[src/rtl/data_memory_pkg.sv]
// Shared types and helpers for the byte-enable data memory.
package data_memory_pkg;

    // Byte address width seen by the datapath.
    localparam int unsigned ADDR_W = 32;

    // Word width of the default datapath configuration.
    localparam int unsigned RESP_DATA_W = 32;

    // Controller state: the array is swept to zero before requests are served.
    typedef enum logic [0:0] {
        CLEAR = 1'b0,
        RUN   = 1'b1
    } state_e;

    // Response record at the default word width. The response pipeline
    // declares the same layout at its own DATA_W.
    typedef struct packed {
        logic                   valid;
        logic                   err;
        logic [RESP_DATA_W-1:0] data;
    } resp_t;

    // Flags a byte address that is either misaligned (offset bits set) or
    // outside the array (any bit above the word-index field set).
    function automatic logic addr_err(
        input logic [ADDR_W-1:0] addr,
        input int unsigned       off_w,
        input int unsigned       idx_w
    );
        logic [ADDR_W-1:0] lo_mask;
        logic [ADDR_W-1:0] hi_mask;
        lo_mask = (ADDR_W'(1) << off_w) - ADDR_W'(1);
        hi_mask = ~((ADDR_W'(1) << (off_w + idx_w)) - ADDR_W'(1));
        return (|(addr & lo_mask)) | (|(addr & hi_mask));
    endfunction

endpackage

[src/rtl/data_memory_be_resp_pipe.sv]
// Fixed-latency, fully pipelined response delay line. Stage 0 captures the
// response on the accepting edge; the last stage drives the outputs, so
// every output comes straight from a flop.
module resp_pipe #(
    parameter int unsigned STAGES = 1,
    parameter int unsigned DATA_W = 32
) (
    input  logic              clock,
    input  logic              reset,
    input  logic              in_valid,
    input  logic              in_err,
    input  logic [DATA_W-1:0] in_data,
    output logic              out_valid,
    output logic              out_err,
    output logic [DATA_W-1:0] out_data
);

    // Same layout as data_memory_pkg::resp_t, sized to this instance.
    typedef struct packed {
        logic              valid;
        logic              err;
        logic [DATA_W-1:0] data;
    } stage_t;

    stage_t stage_r [STAGES];

    // Shift responses one stage per cycle; reset empties every stage so
    // in-flight responses are dropped and the outputs read as zero.
    always_ff @(posedge clock) begin
        if (reset) begin
            for (int k = 0; k < STAGES; k++) begin
                stage_r[k] <= '0;
            end
        end else begin
            stage_r[0] <= '{valid: in_valid, err: in_err, data: in_data};
            for (int k = 1; k < STAGES; k++) begin
                stage_r[k] <= stage_r[k-1];
            end
        end
    end

    assign out_valid = stage_r[STAGES-1].valid;
    assign out_err   = stage_r[STAGES-1].err;
    assign out_data  = stage_r[STAGES-1].data;

endmodule

[src/rtl/data_memory_be.sv]
// Single-port data memory with request/ready handshake, byte-enable writes,
// byte addressing with alignment/range checks, a configurable-latency
// response pipeline and a post-reset hardware clear sweep.
module data_memory_be
    import data_memory_pkg::*;
#(
    parameter int unsigned DATA_W    = 32,
    parameter int unsigned DEPTH     = 64,
    parameter int unsigned READ_LAT  = 1,
    parameter              INIT_FILE = "DataMemory.txt"
) (
    input  logic                clock,
    input  logic                reset,
    input  logic                req,
    input  logic                we,
    input  logic [31:0]         addr,
    input  logic [DATA_W-1:0]   wdata,
    input  logic [DATA_W/8-1:0] be,
    output logic                ready,
    output logic                resp_valid,
    output logic [DATA_W-1:0]   rdata,
    output logic                err
);

    localparam int unsigned BYTES = DATA_W / 8;
    localparam int unsigned OFF_W = $clog2(BYTES);
    localparam int unsigned IDX_W = $clog2(DEPTH);

    // The clear sweep zeroes the array after every reset, so any image named
    // here would be overwritten before the first request; the parameter is
    // kept only so existing instantiations keep elaborating.
    if (INIT_FILE != "") begin : g_init_file_unused
    end

    state_e             state_r;
    state_e             state_s;
    logic [IDX_W-1:0]   clr_idx_r;
    logic [IDX_W-1:0]   clr_idx_s;
    logic               ready_r;

    logic               accept_s;
    logic               bad_s;
    logic               wr_en_s;
    logic [IDX_W-1:0]   word_idx_s;

    logic               pipe_valid_s;
    logic               pipe_err_s;
    logic [DATA_W-1:0]  pipe_data_s;

    logic [DATA_W-1:0]  mem_r [DEPTH];

    // Request decode: index field, address check and write qualification.
    assign accept_s   = req && (state_r == RUN);
    assign word_idx_s = addr[OFF_W +: IDX_W];
    assign bad_s      = addr_err(addr, OFF_W, IDX_W);
    assign wr_en_s    = accept_s && we && !bad_s && !reset;

    // Next-state logic: sweep every word once, then serve requests.
    always_comb begin
        state_s   = state_r;
        clr_idx_s = clr_idx_r;
        case (state_r)
            CLEAR: begin
                clr_idx_s = clr_idx_r + IDX_W'(1);
                if (clr_idx_r == IDX_W'(DEPTH - 1)) begin
                    state_s = RUN;
                end else begin
                    state_s = CLEAR;
                end
            end
            RUN: begin
                state_s = RUN;
            end
            default: begin
                state_s   = CLEAR;
                clr_idx_s = '0;
            end
        endcase
    end

    // State, sweep index and ready flag; reset restarts the sweep at word 0.
    always_ff @(posedge clock) begin
        if (reset) begin
            state_r   <= CLEAR;
            clr_idx_r <= '0;
            ready_r   <= 1'b0;
        end else begin
            state_r   <= state_s;
            clr_idx_r <= clr_idx_s;
            ready_r   <= (state_s == RUN);
        end
    end

    assign ready = ready_r;

    // Single write port: the sweep owns it in CLEAR, byte-enabled writes in RUN.
    always_ff @(posedge clock) begin
        if ((state_r == CLEAR) && !reset) begin
            mem_r[clr_idx_r] <= '0;
        end else if (wr_en_s) begin
            for (int b = 0; b < BYTES; b++) begin
                if (be[b]) begin
                    mem_r[word_idx_s][8*b +: 8] <= wdata[8*b +: 8];
                end
            end
        end
    end

    // Response entering the pipeline: read data only for good reads, zero
    // for writes and rejected accesses, bubble when nothing is accepted.
    always_comb begin
        pipe_valid_s = 1'b0;
        pipe_err_s   = 1'b0;
        pipe_data_s  = '0;
        if (accept_s) begin
            pipe_valid_s = 1'b1;
            pipe_err_s   = bad_s;
            if (!we && !bad_s) begin
                pipe_data_s = mem_r[word_idx_s];
            end else begin
                pipe_data_s = '0;
            end
        end else begin
            pipe_valid_s = 1'b0;
        end
    end

    resp_pipe #(
        .STAGES (READ_LAT),
        .DATA_W (DATA_W)
    ) u_resp_pipe (
        .clock     (clock),
        .reset     (reset),
        .in_valid  (pipe_valid_s),
        .in_err    (pipe_err_s),
        .in_data   (pipe_data_s),
        .out_valid (resp_valid),
        .out_err   (err),
        .out_data  (rdata)
    );

endmodule

[config.mk]
export PLATFORM = sky130hd
export DESIGN_NAME = data_memory_be
export DESIGN_NICKNAME = d
export VERILOG_FILES = /design/src/rtl/data_memory_pkg.sv /design/src/rtl/data_memory_be_resp_pipe.sv /design/src/rtl/data_memory_be.sv
export SDC_FILE = /design/constraint.sdc
export NUM_CORES = 2
export LEC_CHECK = 0
export BUFFER_PORTS_ARGS = -buffer_cell sky130_fd_sc_hd__buf_2
export CORE_ASPECT_RATIO = 1.25
export CORE_UTILIZATION = 30
export CTS_CLUSTER_SIZE = 10
export DETAILED_ROUTE_END_ITERATION = 10
export GPL_TIMING_DRIVEN = 0
export SLEW_MARGIN = 20
export SYNTH_ARGS = -nofsm -noshare
export SYNTH_HDL_FRONTEND = slang
export SYNTH_HIERARCHICAL = 1
export SYNTH_SLANG_ARGS = --single-unit
[constraint.sdc]
create_clock -name clock -period 8.4 [get_ports clock]
set_input_delay 0.42 -clock clock [delete_from_list [all_inputs] [get_ports clock]]
set_output_delay 0.42 -clock clock [all_outputs]
set_load 0.02 [all_outputs]
==> qor.yml <==
report.final.slew_viol_count: 0
fin_crit_ns: 5.05
grt_max_degree: 65
regArea_um2: 62300
r2r_slack_ns: 3.77
ys_warn_count: 6
ctsLongestPathBuffers: 4
drcViolationCount: 0
tns_ns: 0
viasPerCell: 5.98
worstPathRequired_ns: 9.09
worstPathArrival_ns: 5.74
drt_iter0_drc: 8114
max_clock_freq_mhz: 198
endpoint_kind: "flip-flop"
detail-route-antenna-nets: 0
clock_latency_ns: 0.94
cp-start-kind: "input port"
seq_area_frac_synth_pct: 76.3
dieArea_um2: 274000
syn_inst: 3797
rows: 213
via_count: 48677
fillers: 24518
cp_max_fo: 10
clock-skew-final_ns: 0.0817
cp_top_family: "buffers and inverters"
total_power_mw: 21.6
p_leak_nw: 28.7
cts_buffers: 237
max_slew_margin_pct: 7.74
path_buf_inv: 4
fin_nets: 4550
grt-ovfl-total: 0
hold_violations: 0
path_cells: "clkbuf_1 > and2_1 > clkbuf_1 > clkbuf_1 > clkbuf_2 > a22oi_1 > a21oi_1 > o31a_1 > nor2b_1"
critPathMaxStageDelay_ns: 0.94
synth.avg_cell_area_um2: 21.5
dieHeight_um: 585
grt_util_all_layers_pct: 23.7
gp_congestion: 1.06
dp_hpwl_mm: 231
clk_pin_slew_ns: 0.06
syn_area_um2: 81600
critical_path_class: "input port to flip-flop"
yosysTopAreaCellShare_pct: 75.3
synthToLayoutAreaGrowth_pct: 20.0
synthTopCellsByArea: "edfxtp_1 75%, mux4_2 14%, nor4_1 1.3%"
layout-drive-gt1-share_pct: 38.3
powerDensity_nw_per_um2: 221
synth_edf_count: 2048
totalWireLength_mm: 330
h-tree-depth: 4
ioPinCount: 107
synth_nets: 3870
worst-slew-pin-transition_ns: 1.38
initial_core_util_pct: 30.2
firstDrtPassIters: 9
rsz0062_at_grt: "false"
hp-class: "input port to flip-flop"
multi_input_area_um2: 19800
maxCapViolations: 0
grt_pass1_vias: 46864
clockRootBuffer: "clkbuf_16"
synth_top_flop_cell: "edfxtp_1"
clock-sinks: 2089
finalSetupViolCount: 0
wl_per_cell_um: 40.5
ys_ff_latch: 2089
cpMaxStageDelayCell: "clkbuf_1"
synth_async_sr_flop_share_pct: 0
synth.distinct_cells: 58
core_area_um2: 270000
yosys.area.top_type: "edfxtp_1"
io_buffers: 101
crit_top_cell: "clkbuf_1"
period_share_pct: 60.1
ir_worst_vdd_uv: 182
postCtsSetupBuffers: 0
die_w_um: 469
grt_pass1_wl_mm: 430
status: "completed"
cts_tree: "done"
grt_antenna_before_repair: 45
## state kept, by name (all words and copies together) (netlist names)
register,cells
ready,1
mem_r,2048
u_resp_pipe/stage_r,34
clr_idx_r,6
## what timing repair did
| item | CTS | global route |
|---|---|---|
| hold buffers | 1 | 0 |
| gates resized for setup | 0 | 0 |
| endpoints found under the hold margin | 1 | 0 |
## power by group
part / internal [mW] / switching [mW] / leakage (nW)
registers: 11.3 / 0.00709 / 17.3
clock network: 5.08 / 4.06 / 3.10
logic: 0.296 / 0.865 / 8.30
## routing by layer
| layer | up-vias | wire length [µm] | track usage [%] |
|---|---|---|---|
| li1 | 17529 | - | - |
| met5 | - | 185 | 0 |
| met4 | 30 | 35700 | 21.0 |
| met1 | 25503 | 105000 | 27.1 |
| met2 | 4326 | 146000 | 35.6 |
| met3 | 1289 | 43100 | 7.76 |
## area by class of cell
cell class,count,area share [%]
sequential,2089,63.6
multi-input combinational,1416,20.2
clock buffer,302,6.32
tap,3547,4.53
timing repair buffer,441,3.58
buffer,287,1.45
clock inverter,17,0.199
antenna,39,0.0996
inverter,5,0.0192
## stage by stage
stage | area [µm²] | instances | hold slack [ns] | setup slack, ns | utilization [%]
3_3_place_gp | 86600 | 7445 | 0.593 | 1.24 | 32.1
3_5_place_dp | 91400 | 7782 | 0.632 | 2.85 | 33.9
5_1_grt | 97900 | 8123 | 0.0436 | 3.81 | 36.3
6_report | 98000 | 8143 | 0.0432 | 3.35 | 36.3
4_1_cts | 97800 | 8102 | 0.0194 | 3.76 | 36.2
2_1_floorplan | 81600 | 3797 | 0.563 | 4.91 | -
## kinds of logic after synthesis
family | after synthesis | synth area share [%]
fa+ha+maj | 1 | 0.0153
xor+xnor | 5 | 0.0536
simple gates | 511 | 3.84
mux | 622 | 15.6
compound gates | 277 | 2.53
buf+inv | 292 | 1.62
flops | 2089 | 76.3
## cell usage after synthesis (43+ instances only)
cell,instances
nor2_1,62
mux4_2,519
edfxtp_1,2048
nand2_1,49
mux2i_1,88
a21oi_1,52
a22oi_1,68
nor4_1,175
and2_1,45
buf_2,84
clkbuf_1,151
nor2b_1,43
nor3_1,61
## path summary, 6_finish.rpt
kind,from,to,depth (start not counted)
setup reg to reg,ready,mem_r[28][8],8
setup / recovery,addr[5],u_resp_pipe/stage_r[0][20],9
hold reg to reg,clr_idx_r[1],clr_idx_r[1],3
hold / removal,wdata[20],mem_r[47][20],2
## layout by cell type, fill, tap and decap left out, types with 27 or more instances in the layout
cell type	n
nor2_1	60
a221oi_1	35
edfxtp_1	2048
a21oi_1	48
mux2i_1	84
mux4_2	519
diode_2	39
buf_4	118
a22oi_1	68
clkbuf_1	142
nor4_2	167
nand2_1	49
clkbuf_2	73
nor3_2	50
nor4_4	42
buf_16	27
nor2b_1	42
dfxtp_1	41
buf_2	382
clkbuf_16	238
Power figures use the tool's default switching activity.
